--- src/rtl/mc_control.sv ---
// mc_control: multicycle control FSM sequencing the shared MIPS-lite datapath.
// Define MC_PERF_CNT_EN to add the retired/stall_cycles performance counters.
module mc_control #(
  parameter int OP_W = 6,
  parameter int ST_W = 4
) (
  input  logic            clk,
  input  logic            rst_n,
  input  logic [OP_W-1:0] opcode,
  input  logic [OP_W-1:0] funct,
  input  logic            zero,
  input  logic            neg,
  input  logic            mem_ready,
  output logic            pcwrite,
  output logic            pcwritecond,
  output logic            iord,
  output logic            memread,
  output logic            memwrite,
  output logic            irwrite,
  output logic            memtoreg,
  output logic            regwrite,
  output logic            alusrca,
  output logic [1:0]      regdest,
  output logic [1:0]      alusrcb,
  output logic [2:0]      aluop,
  output logic [1:0]      pcsource,
  output logic [ST_W-1:0] state,
  output logic            instr_done,
  output logic            illegal
`ifdef MC_PERF_CNT_EN
  ,
  output logic [31:0]     retired,
  output logic [31:0]     stall_cycles
`endif
);

  typedef enum logic [ST_W-1:0] {
    S_FETCH  = ST_W'(0),
    S_DECODE = ST_W'(1),
    S_MEMADR = ST_W'(2),
    S_MEMRD  = ST_W'(3),
    S_MEMWB  = ST_W'(4),
    S_MEMWR  = ST_W'(5),
    S_REXEC  = ST_W'(6),
    S_RWB    = ST_W'(7),
    S_BEQ    = ST_W'(8),
    S_IEXEC  = ST_W'(9),
    S_IWB    = ST_W'(10),
    S_LINK   = ST_W'(11),
    S_JREG   = ST_W'(12)
  } state_t;

  localparam logic [OP_W-1:0] OP_R      = OP_W'('h00);
  localparam logic [OP_W-1:0] OP_LW     = OP_W'('h23);
  localparam logic [OP_W-1:0] OP_SW     = OP_W'('h2B);
  localparam logic [OP_W-1:0] OP_BEQ    = OP_W'('h04);
  localparam logic [OP_W-1:0] OP_NORI   = OP_W'('h0F);
  localparam logic [OP_W-1:0] OP_BLEZAL = OP_W'('h24);
  localparam logic [OP_W-1:0] OP_JALPC  = OP_W'('h1F);
  localparam logic [OP_W-1:0] OP_BALN   = OP_W'('h1B);

  localparam logic [OP_W-1:0] FN_JMXOR = OP_W'('h21);
  localparam logic [OP_W-1:0] FN_BRV   = OP_W'('h14);
  localparam logic [OP_W-1:0] FN_ADD   = OP_W'('h20);
  localparam logic [OP_W-1:0] FN_SUB   = OP_W'('h22);
  localparam logic [OP_W-1:0] FN_AND   = OP_W'('h24);
  localparam logic [OP_W-1:0] FN_OR    = OP_W'('h25);
  localparam logic [OP_W-1:0] FN_NOR   = OP_W'('h27);
  localparam logic [OP_W-1:0] FN_SLT   = OP_W'('h2A);

  state_t state_q, state_d;
  logic   illegal_q, illegal_d;

  logic is_r, is_lw, is_sw, is_beq, is_nori;
  logic is_blezal, is_jalpc, is_baln, is_link;
  logic is_jmxor, is_brv, is_ralu, alu_fn_ok;

  always_comb begin
    is_r      = (opcode == OP_R);
    is_lw     = (opcode == OP_LW);
    is_sw     = (opcode == OP_SW);
    is_beq    = (opcode == OP_BEQ);
    is_nori   = (opcode == OP_NORI);
    is_blezal = (opcode == OP_BLEZAL);
    is_jalpc  = (opcode == OP_JALPC);
    is_baln   = (opcode == OP_BALN);
    is_link   = is_blezal | is_jalpc | is_baln;
    alu_fn_ok = (funct == FN_ADD) | (funct == FN_SUB)
              | (funct == FN_AND) | (funct == FN_OR)
              | (funct == FN_NOR) | (funct == FN_SLT);
    is_jmxor  = is_r & (funct == FN_JMXOR);
    is_brv    = is_r & (funct == FN_BRV);
    is_ralu   = is_r & alu_fn_ok;
  end

  logic pcwrite_r, pcwritecond_r, memwrite_r;
  logic irwrite_r, regwrite_r, done_r;

  always_comb begin
    state_d       = S_FETCH;
    illegal_d     = illegal_q;
    pcwrite_r     = 1'b0;
    pcwritecond_r = 1'b0;
    iord          = 1'b0;
    memread       = 1'b0;
    memwrite_r    = 1'b0;
    irwrite_r     = 1'b0;
    memtoreg      = 1'b0;
    regwrite_r    = 1'b0;
    alusrca       = 1'b0;
    regdest       = 2'd0;
    alusrcb       = 2'd0;
    aluop         = 3'd0;
    pcsource      = 2'd0;
    done_r        = 1'b0;

    unique case (state_q)
      S_FETCH: begin
        memread = 1'b1;
        alusrcb = 2'd1;
        if (mem_ready) begin
          irwrite_r = 1'b1;
          pcwrite_r = 1'b1;
          state_d   = S_DECODE;
        end else begin
          state_d   = S_FETCH;
        end
      end
      S_DECODE: begin
        alusrcb = 2'd3;
        unique case (1'b1)
          is_lw, is_sw:     state_d = S_MEMADR;
          is_brv:           state_d = S_JREG;
          is_jmxor,
          is_ralu:          state_d = S_REXEC;
          is_beq:           state_d = S_BEQ;
          is_nori:          state_d = S_IEXEC;
          is_link:          state_d = S_LINK;
          default: begin
            state_d   = S_FETCH;
            illegal_d = 1'b1;
          end
        endcase
      end
      S_MEMADR: begin
        alusrca = 1'b1;
        alusrcb = 2'd2;
        state_d = is_lw ? S_MEMRD : S_MEMWR;
      end
      S_MEMRD: begin
        iord    = 1'b1;
        memread = 1'b1;
        state_d = mem_ready ? S_MEMWB : S_MEMRD;
      end
      S_MEMWB: begin
        regwrite_r = 1'b1;
        memtoreg   = 1'b1;
        done_r     = 1'b1;
      end
      S_MEMWR: begin
        iord       = 1'b1;
        memwrite_r = 1'b1;
        if (mem_ready) begin
          done_r  = 1'b1;
          state_d = S_FETCH;
        end else begin
          state_d = S_MEMWR;
        end
      end
      S_REXEC: begin
        alusrca = 1'b1;
        aluop   = 3'd2;
        state_d = S_RWB;
      end
      S_RWB: begin
        regwrite_r = 1'b1;
        regdest    = 2'd1;
        done_r     = 1'b1;
        // jmxor links $31 and jumps to the xor target left in ALUOut
        if (is_jmxor) begin
          regdest   = 2'd2;
          pcwrite_r = 1'b1;
          pcsource  = 2'd1;
        end
      end
      S_BEQ: begin
        alusrca       = 1'b1;
        aluop         = 3'd1;
        pcwritecond_r = 1'b1;
        pcsource      = 2'd1;
        done_r        = 1'b1;
      end
      S_IEXEC: begin
        alusrca = 1'b1;
        alusrcb = 2'd2;
        aluop   = 3'd3;
        state_d = S_IWB;
      end
      S_IWB: begin
        regwrite_r = 1'b1;
        done_r     = 1'b1;
      end
      S_LINK: begin
        regwrite_r = 1'b1;
        regdest    = 2'd2;
        done_r     = 1'b1;
        if (is_jalpc) begin
          pcwrite_r = 1'b1;
          pcsource  = 2'd1;
        end else if (is_baln) begin
          pcwrite_r = neg;
          pcsource  = 2'd2;
        end else begin
          alusrca   = 1'b1;
          aluop     = 3'd1;
          pcwrite_r = zero | neg;
          pcsource  = 2'd1;
        end
      end
      S_JREG: begin
        pcwrite_r = 1'b1;
        pcsource  = 2'd3;
        done_r    = 1'b1;
      end
      default: state_d = S_FETCH;
    endcase
  end

  // Writes are suppressed while reset is held so an aborted access is clean
  always_comb begin
    pcwrite     = pcwrite_r & rst_n;
    pcwritecond = pcwritecond_r & rst_n;
    memwrite    = memwrite_r & rst_n;
    irwrite     = irwrite_r & rst_n;
    regwrite    = regwrite_r & rst_n;
    instr_done  = done_r & rst_n;
  end

  always_ff @(posedge clk) begin
    if (!rst_n) begin
      state_q   <= S_FETCH;
      illegal_q <= 1'b0;
    end else begin
      state_q   <= state_d;
      illegal_q <= illegal_d;
    end
  end

  assign state   = state_q;
  assign illegal = illegal_q;

`ifdef MC_PERF_CNT_EN
  logic [31:0] retired_q, retired_d;
  logic [31:0] stall_q, stall_d;
  logic        mem_wait;

  always_comb begin
    mem_wait  = !mem_ready && ((state_q == S_FETCH)
              || (state_q == S_MEMRD) || (state_q == S_MEMWR));
    retired_d = retired_q;
    stall_d   = stall_q;
    if (done_r)
      retired_d = retired_q + 32'd1;
    if (mem_wait)
      stall_d = stall_q + 32'd1;
  end

  always_ff @(posedge clk) begin
    if (!rst_n) begin
      retired_q <= 32'd0;
      stall_q   <= 32'd0;
    end else begin
      retired_q <= retired_d;
      stall_q   <= stall_d;
    end
  end

  assign retired      = retired_q;
  assign stall_cycles = stall_q;
`endif

endmodule

--- config.mk ---
export PLATFORM = sky130hd
export DESIGN_NAME = mc_control
export DESIGN_NICKNAME = d
export VERILOG_FILES = /design/src/rtl/mc_control.sv
export SDC_FILE = /design/constraint.sdc
export NUM_CORES = 1
export LEC_CHECK = 0
export ABC_AREA = 1
export ABC_CLOCK_PERIOD_IN_PS = 1300
export CAP_MARGIN = 15
export CORE_MARGIN = 2
export CORE_UTILIZATION = 39
export DETAILED_ROUTE_END_ITERATION = 6
export PLACE_DENSITY = 0.79
export SYNTH_ARGS = -nofsm -noshare
export SYNTH_HDL_FRONTEND = slang
export SYNTH_SLANG_ARGS = --single-unit
--- constraint.sdc ---
create_clock -name clk -period 1.3 [get_ports clk]
set_input_delay 0.26 -clock clk [delete_from_list [all_inputs] [get_ports clk]]
set_output_delay 0.26 -clock clk [all_outputs]
set_load 0.02 [all_outputs]
==> results.sh, run 1 <==
export IMPL_status="aborted with a tool error"
export IMPL_stop_stage="clock tree synthesis (4_1_cts)"
export IMPL_stop_error="[ERROR DPL-0038] Utilization greater than 100%, impossible to legalize"
export IMPL_dp_hpwl_microns=2640
export IMPL_pin_count=41
export IMPL_port_buffers=39
export IMPL_clock_path_buffers=2
export IMPL_start_util_pct=40.4
export IMPL_ys_seq_elements=5
export IMPL_yosysTopAreaCell="nand2_1"
export IMPL_cts_root_buffer="clkbuf_4"
export IMPL_cts_setup_buffers=33
export IMPL_syn_num_nets=172
export IMPL_fp_dieW_microns=48.6
export IMPL_ys_seq_area_share_pct=12.9
export IMPL_syn_area_per_cell_sq_um=5.00
export IMPL_synth_area_top_cells="nand2_1 (19%), nor2_1 (16%), dfxtp_1 (13%)"
export IMPL_cts_resized=222
export IMPL_syn_cell_area_sq_um=776
export IMPL_gp_congestion=0.932
export IMPL_synth_top_area_share_pct=18.9
export IMPL_netlist_instances=155
export IMPL_cts_hold_buf=0
export IMPL_numClockSinks=5
export IMPL_yosysUniqueCellTypes=21
export IMPL_fp_row_count=16
export IMPL_die_h_microns=48.6
export IMPL_yosys_warnings=0
export IMPL_cts_buffers=3
export IMPL_place_inst=260
export IMPL_cts_htree_levels=1
cell usage after synthesis:
library cell   n
nor2_4         4
nand2_1       39
clkinv_1       2
o21ai_1        1
nor3_1         4
nor2_1        33
o21ai_0        1
a21oi_1       10
inv_2          7
inv_1         21
nor3_2         1
nand3_1       13
o21bai_1       1
dfxtp_1        5
a21oi_2        1
nand2_2        4
nor2_2         3
a31oi_1        1
conb_1         1
buf_4          1
nand3b_1       2
kinds of logic after synthesis:
family,synth area share (%)
compound gates,10.6
other cells,0.483
simple gates,60.5
flops,12.9
buf+inv,15.5
stage by stage:
stage	utilization (%)	setup TNS, ns	setup slack (ns)	cell area (sq um)
floorplan	-	-0.0500	-0.0478	833
global placement	80.7	-13.32	-1.03	1550
detailed placement	80.7	-14.25	-1.10	1550
==> run 2: changes to the inputs <==
- CORE_AREA: unset -> 2 2 63 65
- CORE_MARGIN: 2 -> unset
- CORE_UTILIZATION: 39 -> unset
- DIE_AREA: unset -> 0 0 65 67
- PLACE_DENSITY: 0.79 -> unset
- PLACE_DENSITY_LB_ADDON: unset -> 0.15
==> results.sh, run 2 <==
export IMPL_layout_common_cells="buf_4 (60), nand2_1 (29), buf_6 (24), nor2_1 (18), nor2_4 (15)"
export IMPL_maxSlewViolCount=0
export IMPL_ys_seq_area_share_pct=12.9
export IMPL_post_route_util_pct=57.4
export IMPL_largest_reg_flops=4
export IMPL_port_buffers=39
export IMPL_fmax_mhz=616
export IMPL_grt_overflow_total=0
export IMPL_area_growth_synth_to_final_pct=167
export IMPL_die_h_microns=67
export IMPL_setup_slack_ns=-0.323
export IMPL_worstPathBufferInverterCount=3
export IMPL_synth_area_top_cells="nand2_1 (19%), nor2_1 (16%), dfxtp_1 (13%)"
export IMPL_synth_edff_count=0
export IMPL_power_total_mw=0.806
export IMPL_finalCriticalPeriod_ns=1.62
export IMPL_violations="negative setup slack"
export IMPL_clock_power_share_pct=34.7
export IMPL_drtPass1Iterations=4
export IMPL_numClockSinks=5
export IMPL_grt_max_degree=8
export IMPL_swShare_pct=31.8
export IMPL_async_reset_ff_share_pct=0
export IMPL_intPower_mw=0.549
export IMPL_cts_root_buffer="clkbuf_8"
export IMPL_worstSkewPairLatency_ns=0.22
export IMPL_hold_path_class="reg -> reg"
export IMPL_yosysUniqueCellTypes=21
export IMPL_dpl_instance_area_sq_mm=0.00159
export IMPL_synth_simple_gate_area_share_pct=60.5
export IMPL_peakVddDrop_mv=0.556
export IMPL_yosysMostFrequentCell="nand2_1"
export IMPL_cp_top_family="flip-flops"
export IMPL_crit_top_cell="nand2_1"
export IMPL_status="finished with violations"
export IMPL_start_util_pct=21.5
export IMPL_setup_viol=22
export IMPL_num_nets_final=279
export IMPL_pin_count=41
export IMPL_vias=1350
export IMPL_drt_wl_total_microns=3560
export IMPL_grt_usage_pct=17.3
export IMPL_final_cell_area_sq_mm=0.00207
export IMPL_crit_arrival_ns=1.36
export IMPL_synth_top_area_share_pct=18.9
export IMPL_gp_congestion=0.769
export IMPL_post_synth_mux_area_share_pct=0
export IMPL_crit_path_end_kind="primary output"
export IMPL_cts_hold_buf=0
export IMPL_grt_pass1_wl_microns=5890
export IMPL_drive_gt1_share_pct=65.9
export IMPL_synth_top_family_by_area="simple AND/OR/NAND/NOR gates"
export IMPL_path_cells="inv_6 -> nor2_4 -> nand2_4 -> inv_4 -> nand2_1 -> nand2_1 -> a21oi_2 -> a21oi_4 -> buf_6"
export IMPL_yosys_warnings=0
export IMPL_wire_per_inst_microns=11.5
export IMPL_comb_power_share_pct=45.2
export IMPL_synthFlopType="dfxtp_1"
export IMPL_antenna_found_initial=0
export IMPL_preCtsSetupSlack_ns=-1.11
export IMPL_drc=0
export IMPL_syn_num_nets=172
export IMPL_diodes=0
export IMPL_ys_seq_elements=5
export IMPL_synthXorXnorAreaFrac_pct=0
export IMPL_skew_ns=0.000968
export IMPL_yosysTopAreaCell="nand2_1"
export IMPL_hold_violations=0
export IMPL_p_per_area_mw_per_mm2=389
export IMPL_path_max_fanout=4
export IMPL_clock_path_buffers=2
export IMPL_crit_type="reg -> out"
export IMPL_cts_htree_levels=1
export IMPL_tritoncts="yes"
export IMPL_switchingPower_mw=0.257
export IMPL_dp_hpwl_microns=2530
export IMPL_fp_dieW_microns=65
export IMPL_netlist_instances=155
export IMPL_cts_clk_slew_worst_paths_ns=0.03
export IMPL_final_common_cell="buf_4"
export IMPL_via_per_inst=4.37
export IMPL_critPathMaxStageDelay_ns=0.37
export IMPL_seqPwrFrac_pct=20.1
export IMPL_fp_row_count=22
export IMPL_synth_fa_ha_area_share_pct=0
export IMPL_critPathLaunchType="register"
export IMPL_synth_compound_area_share_pct=10.6
export IMPL_synthTopCellsByCount="nand2_1 (39), nor2_1 (33), inv_1 (21), nand3_1 (13), a21oi_1 (10)"
export IMPL_core_area_sq_mm=0.00361
export IMPL_nFillCells=330
export IMPL_cts_buffers=3
export IMPL_drv_cap=0
export IMPL_drt_iter0_drc=32
export IMPL_period_share_pct=125
export IMPL_cellLeakagePower_nw=1.08
export IMPL_syn_cell_area_sq_um=776
export IMPL_final_antenna_net_count=0
export IMPL_syn_area_per_cell_sq_um=5.00
export IMPL_crit_slowest_cell="dfxtp_4"
export IMPL_rsz0062_at_grt="true"
export IMPL_first_global_vias=1380
export IMPL_worstPathRequired_ns=1.04
export IMPL_die_area_sq_mm=0.00436
## run 2: cell counts after synthesis
Identical to the previous run, type by type.
## run 2: worst paths after layout
path,endpoint,slack (ns),start,cells after the start
min reg2reg,illegal$_SDFFE_PN0P_,0.48,illegal$_SDFFE_PN0P_,2
min,illegal$_SDFFE_PN0P_,0.48,illegal$_SDFFE_PN0P_,2
max,pcwrite,-0.32,state[3]$_SDFF_PN0_,9
max reg2reg,state[3]$_SDFF_PN0_,-0.15,state[0]$_SDFF_PN0_,11
## run 2: power groups by stage
| stage | Combinational [mW] | Clock [mW] | Sequential, mW |
|---|---|---|---|
| 3_3_place_gp | 0.290 | 0 | 0.162 |
| 3_5_place_dp | 0.294 | 0 | 0.162 |
| 5_1_grt | 0.395 | 0.304 | 0.163 |
| 4_1_cts | 0.344 | 0.289 | 0.161 |
| 2_1_floorplan | 0.110 | 0 | 0.170 |
| 6_report | 0.364 | 0.280 | 0.162 |
## run 2: layout make-up
class / instances / area, sq um / share of cell area (%)
tap: 48 / 60.1 / 2.90
clock buffer: 4 / 45.0 / 2.18
multi-input combinational: 119 / 817 / 39.5
inverter: 30 / 129 / 6.22
sequential: 5 / 115 / 5.56
timing repair buffer: 103 / 905 / 43.7
## run 2: what timing repair did
| action | in CTS | in global routing |
|---|---|---|
| pin swaps | 32 | 10 |
| endpoints found under the setup margin | 28 | 25 |
| setup buffers | 24 | 4 |
| gates resized for setup | 207 | 28 |
## run 2: metrics by stage
| step | TNS [ns] | hold slack [ns] | instances |
|---|---|---|---|
| 2_1_floorplan | -0.0500 | 0.357 | 155 |
| 3_3_place_gp | -13.66 | 0.467 | 283 |
| 3_5_place_dp | -14.32 | 0.468 | 283 |
| 4_1_cts | -4.06 | 0.485 | 305 |
| 5_1_grt | -6.43 | 0.520 | 309 |
| 6_report | -4.69 | 0.480 | 309 |
## run 2: worst reg2reg max path, stage by stage, from the launching register on
cell,delay (ns)
dfxtp_4,0.38
inv_4,0.05
buf_6,0.11
nor2_4,0.15
inv_2,0.08
nor2_4,0.14
buf_4,0.12
buf_4,0.09
buf_4,0.08
nand3b_1,0.10
nand2_1,0.05
inv_1,0.04
## run 2: routing by layer
metal  routed length [microns]  GRT usage, %  vias to the layer above  part of all wire, %
met5                         0             0                        -                    0
met4                        17          6.12                        0                 0.48
met3                       129          2.20                        4                  3.6
met2                      1940          33.5                       21                   54
met1                      1480          19.2                      637                   42
li1                          -             -                      688                    -
## run 2: logic make-up (layout without fill, tap and decap cells)
| kind of cell | count (synthesis) | in the layout |
|---|---|---|
| buffers and inverters | 31 | 137 |
| AOI/OAI and AO/OA | 15 | 15 |
| DFF | 5 | 5 |
| and+or+nand+nor | 103 | 103 |
| other | 1 | 1 |
Note: power is estimated with default switching activity, not from simulation.
==> run 3: changes to the inputs <==
- ABC_AREA: 1 -> unset
- HOLD_SLACK_MARGIN: unset -> 0.03
- SKIP_LAST_GASP: unset -> 1
==> results.sh, run 3 <==
export IMPL_status="finished with violations"
export IMPL_violations="negative setup slack"
export IMPL_worstPathRequired_ns=1.04
export IMPL_cts_root_buffer="clkbuf_8"
export IMPL_start_util_pct=24.6
export IMPL_drc=0
export IMPL_die_h_microns=67
export IMPL_wire_per_inst_microns=14.1
export IMPL_drive_gt1_share_pct=74.1
export IMPL_min_to="illegal$_SDFFE_PN0P_"
export IMPL_grt_overflow_total=0
export IMPL_skew_ns=0.00165
export IMPL_finalCriticalPeriod_ns=1.97
export IMPL_fp_row_count=22
export IMPL_grt_max_degree=13
export IMPL_die_area_sq_mm=0.00436
export IMPL_yosysTopAreaCell="dfxtp_1"
export IMPL_netlist_instances=131
export IMPL_vias=1435
export IMPL_yosysUniqueCellTypes=52
export IMPL_drv_cap=0
export IMPL_cts_htree_levels=1
export IMPL_reg2regPathDepth=7
export IMPL_p_per_area_mw_per_mm2=364
export IMPL_antenna_found_initial=0
export IMPL_multiInputGateArea_sq_mm=0.00110
export IMPL_setup_slack_ns=-0.671
export IMPL_cp_top_family="simple AND/OR/NAND/NOR gates"
export IMPL_crit_slowest_cell="or4b_4"
export IMPL_async_reset_ff_share_pct=0
export IMPL_synth_area_top_cells="dfxtp_1 (11%), nor2_1 (5.1%), nand2b_1 (4.9%)"
export IMPL_maxSlewViolCount=0
export IMPL_crit_path_end_kind="primary output"
export IMPL_fmax_mhz=507
export IMPL_yosys_warnings=0
export IMPL_numClockSinks=5
export IMPL_cellLeakagePower_nw=0.991
export IMPL_first_global_vias=1426
export IMPL_nFillCells=298
export IMPL_drtPass1Iterations=4
export IMPL_hold_path_class="reg -> reg"
export IMPL_period_share_pct=152
export IMPL_r2r_start="state[1]$_SDFF_PN0_"
export IMPL_via_per_inst=5.00
export IMPL_syn_cell_area_sq_um=888
export IMPL_hold_violations=0
export IMPL_yosysMostFrequentCell="nor2_1"
export IMPL_synth_edff_count=0
export IMPL_num_nets_final=257
export IMPL_final_setup_tns_ns=-6.66
export IMPL_peakVddDrop_mv=0.482
export IMPL_rsz0062_at_grt="true"
export IMPL_worstSkewPairLatency_ns=0.22
export IMPL_hold_ws_ns=0.465
export IMPL_hp_start="illegal$_SDFFE_PN0P_"
export IMPL_dp_hpwl_microns=2780
export IMPL_rrSetupSlack_ns=-0.36
export IMPL_worstPathBufferInverterCount=3
export IMPL_synthFlopType="dfxtp_1"
export IMPL_layout_common_cells="buf_6 (48), buf_4 (48), nand2_1 (6)"
export IMPL_ys_seq_area_share_pct=11.3
export IMPL_ys_seq_elements=5
export IMPL_synth_top_area_share_pct=11.3
export IMPL_pin_count=41
export IMPL_crit_arrival_ns=1.71
export IMPL_grt_pass1_wl_microns=6500
export IMPL_synthTopCellsByCount="nor2_1 (12), nand2_1 (11), a21oi_1 (8), nor3_1 (8)"
export IMPL_cts_clk_slew_worst_paths_ns=0.03
export IMPL_r2r_end="state[2]$_SDFF_PN0_"
export IMPL_final_antenna_net_count=0
export IMPL_setup_viol=23
export IMPL_gp_congestion=0.811
export IMPL_seq_area_sq_um=115
export IMPL_crit_type="in -> out"
export IMPL_drt_iter0_drc=61
export IMPL_largest_reg_flops=4
export IMPL_area_growth_synth_to_final_pct=170
export IMPL_tritoncts="yes"
export IMPL_diodes=0
export IMPL_grt_usage_pct=19.0
export IMPL_critPathMaxStageDelay_ns=0.54
export IMPL_core_area_sq_mm=0.00361
export IMPL_clock_path_buffers=2
export IMPL_port_buffers=39
export IMPL_drt_wl_total_microns=4050
export IMPL_path_max_fanout=3
export IMPL_cts_hold_buf=0
export IMPL_syn_num_nets=148
export IMPL_hold_path_cell_count=2
export IMPL_critPathLaunchType="input pin"
export IMPL_syn_area_per_cell_sq_um=6.78
export IMPL_path_cells="buf_8 -> or4b_4 -> nor4_4 -> nand4_1 -> buf_4 -> a31oi_4 -> buf_6"
export IMPL_fp_dieW_microns=65
export IMPL_cts_buffers=3
==> run 3: changes by cell type after synthesis, sizes merged, moves of 4 or more <==
cell	delta
buf	+5
clkbuf	+4
inv	-22
nand2	-32
nand2b	+7
nand3	-11
nor2	-28
o21ai	+5
==> run 3: how the worst max path moves through the flow <==
stage | cells after the start | slack (ns) | from | endpoint
2_1_floorplan | 5 | -0.39 | opcode[2] | pcwrite
3_3_place_gp | 6 | -1.42 | funct[1] | pcwrite
3_5_place_dp | 6 | -1.49 | funct[1] | pcwrite
4_1_cts | 7 | -0.83 | funct[1] | pcwrite
5_1_grt | 7 | -0.70 | funct[2] | pcwrite
6_report | 7 | -0.67 | funct[2] | pcwrite
==> run 3: per-layer routing <==
layer / up-vias / global-route usage (%) / routed length [microns] / share of wire [%]
li1: 718 / - / - / -
met3: 8 / 1.86 / 139 / 3.4
met4: 0 / 6.12 / 102 / 2.5
met1: 670 / 21.9 / 1640 / 41
met2: 39 / 36.2 / 2170 / 54
met5: - / 0 / 0 / 0
==> run 3: kinds of logic after synthesis <==
logic type / synth area share [%]
DFF: 11.3
AOI/OAI and AO/OA: 33.7
muxes: 1.13
buffers and inverters: 7.89
xor gates and xnor gates: 1.97
and+or+nand+nor: 43.7
other: 0.422
==> run 3: stage by stage <==
| stage | cell area (sq um) | power, mW | setup slack, ns | util (%) | std cells |
|---|---|---|---|---|---|
| after floorplan | 1140 | 0.320 | -0.388 | - | 131 |
| after global placement | 1840 | 0.493 | -1.42 | 51.1 | 258 |
| after detailed placement | 1840 | 0.497 | -1.49 | 51.1 | 258 |
| after CTS | 2170 | 0.833 | -0.825 | 60.3 | 278 |
| after global routing | 2390 | 0.934 | -0.703 | 66.4 | 287 |
| final | 2390 | 0.871 | -0.671 | 66.4 | 287 |
==> run 3: timing repair <==
| action | in CTS | in global routing |
|---|---|---|
| resized for setup | 202 | 57 |
| endpoints found under the setup margin | 28 | 25 |
| pin swaps | 28 | 20 |
| buffers inserted | 17 | 12 |
| cloned | 0 | 0 |
==> run 3: worst register-to-register path, stage by stage (launching register included) <==
cell,delay [ns]
dfxtp_4,0.36
buf_6,0.13
buf_6,0.12
or3b_4,0.37
buf_4,0.14
a21o_1,0.14
o211a_1,0.12
o32ai_2,0.19
==> run 3: cell type report <==
cell class	count	area share (%)
multi-input combinational	110	45.8
clock buffer	4	1.88
timing repair buffer	114	44.0
tap	48	2.51
inverter	6	0.940
sequential	5	4.81
==> run 3: where the power goes <==
group | internal, mW | total, mW | leakage [nW] | switching, mW
Clock | 0.210 | 0.276 | 0.0228 | 0.0666
Sequential | 0.154 | 0.162 | 0.0438 | 0.00778
Combinational | 0.238 | 0.432 | 0.924 | 0.195
==> run 4: changes to the inputs <==
- ABC_CLOCK_PERIOD_IN_PS: 1300 -> unset
- CTS_BUF_LIST: unset -> sky130_fd_sc_hd__clkbuf_4
==> results.sh, run 4 (synthesis results as in run 3) <==
export IMPL_p_per_area_mw_per_mm2=329
export IMPL_final_common_cell="buf_6"
export IMPL_via_per_inst=5.09
export IMPL_maxSlewViolCount=0
export IMPL_drv_cap=0
export IMPL_first_global_vias=1417
export IMPL_die_h_microns=67
export IMPL_critPathMaxStageDelay_ns=0.54
export IMPL_antenna_found_initial=0
export IMPL_nFillCells=295
export IMPL_finalCriticalPeriod_ns=1.97
export IMPL_dp_hpwl_microns=2780
export IMPL_num_nets_final=261
export IMPL_peakVddDrop_mv=0.297
export IMPL_period_share_pct=151
export IMPL_place_inst=258
export IMPL_grt_usage_pct=19.2
export IMPL_grt_max_degree=13
export IMPL_worstPathRequired_ns=1.04
export IMPL_startpoint="funct[2]"
export IMPL_multiInputGateArea_sq_mm=0.00109
export IMPL_critPathLaunchType="input pin"
export IMPL_diodes=0
export IMPL_crit_type="in -> out"
export IMPL_rsz0062_at_grt="true"
export IMPL_r2r_start="state[1]$_SDFF_PN0_"
export IMPL_drt_wl_total_microns=4330
export IMPL_fp_dieW_microns=65
export IMPL_path_max_fanout=3
export IMPL_core_area_sq_mm=0.00361
export IMPL_crit_arrival_ns=1.71
export IMPL_numClockSinks=5
export IMPL_path_cells="buf_8 -> or4b_4 -> nor4_4 -> nand4_1 -> buf_4 -> a31oi_4 -> buf_6"
export IMPL_clock_path_buffers=2
export IMPL_area_growth_synth_to_final_pct=174
export IMPL_drive_gt1_share_pct=73.3
export IMPL_crit_slowest_cell="or4b_4"
export IMPL_cts_root_buffer="clkbuf_4"
export IMPL_dpl_instance_area_sq_mm=0.00184
export IMPL_setup_viol=24
export IMPL_hold_path_class="reg -> reg"
export IMPL_post_route_util_pct=67.4
export IMPL_grt_overflow_total=0
export IMPL_cts_clk_slew_worst_paths_ns=0.04
export IMPL_cp_top_family="simple AND/OR/NAND/NOR gates"
export IMPL_wire_per_inst_microns=14.9
export IMPL_drt_iter0_drc=63
export IMPL_fp_row_count=22
export IMPL_cellLeakagePower_nw=1.05
export IMPL_final_cells=291
export IMPL_hp_start="illegal$_SDFFE_PN0P_"
export IMPL_port_buffers=39
export IMPL_layout_common_cells="buf_6 (51), buf_4 (48), nor2_1 (6), buf_2 (6)"
export IMPL_drtPass1Iterations=4
export IMPL_final_cell_area_sq_mm=0.00243
export IMPL_pin_count=41
export IMPL_setup_slack_ns=-0.668
export IMPL_largest_reg_flops=4
export IMPL_hold_violations=0
export IMPL_violations="negative setup slack"
export IMPL_seq_area_sq_um=115
export IMPL_grt_pass1_wl_microns=6570
export IMPL_tritoncts="yes"
export IMPL_worstPathBufferInverterCount=3
export IMPL_worstSkewPairLatency_ns=0.24
export IMPL_skew_ns=0.00526
export IMPL_crit_path_end_kind="primary output"
export IMPL_die_area_sq_mm=0.00436
export IMPL_cts_buffers=3
export IMPL_gp_congestion=0.811
export IMPL_final_antenna_net_count=0
export IMPL_vias=1481
export IMPL_power_total_mw=0.800
export IMPL_status="finished with violations"
export IMPL_hold_ws_ns=0.466
export IMPL_drc=0
export IMPL_fmax_mhz=508
export IMPL_cts_htree_levels=1
export IMPL_start_util_pct=24.6
## run 4: timing repair
item / CTS / global route
pin swaps: 26 / 26
hold buffers: 0 / 0
gates cloned: 0 / 0
resized for setup: 204 / 59
setup buffers: 18 / 16
endpoints found under the setup margin: 28 / 26
## run 4: final timing paths
path                     endpoint  slack, ns  cells after the start
max reg2reg   state[2]$_SDFF_PN0_      -0.38                      7
min          illegal$_SDFFE_PN0P_       0.47                      2
min reg2reg  illegal$_SDFFE_PN0P_       0.47                      2
max                       pcwrite      -0.67                      7
## run 4: tightest hold or removal path, stage by stage (launching register included)
cell     delay (ns)
dfxtp_1        0.32
nand2_1        0.06
o31ai_2        0.05
## run 4: per-layer routing
layer / part of all wire, % / vias to the layer above / GRT usage (%)
met5: 0 / - / 0
li1: - / 721 / -
met2: 54 / 46 / 37.2
met3: 3.7 / 12 / 1.69
met4: 2.9 / 0 / 6.12
met1: 39 / 702 / 22.0
## run 4: layout make-up
cell class | count | share of cell area [%]
timing repair buffer | 118 | 45.6
multi-input combinational | 110 | 45.0
clock buffer | 4 | 1.24
inverter | 6 | 0.926
tap | 48 | 2.47
sequential | 5 | 4.73
## run 4: power breakdown
| group | switching, mW | internal [mW] |
|---|---|---|
| logic | 0.197 | 0.241 |
| clock network | 0.0641 | 0.137 |
| registers | 0.00725 | 0.154 |
## run 4: per-stage QoR
step,TNS (ns),setup WS [ns]
floorplan,-1.72,-0.388
global placement,-19.11,-1.42
detailed placement,-19.47,-1.49
CTS,-7.76,-0.825
global route,-9.05,-0.709
finish,-7.82,-0.668
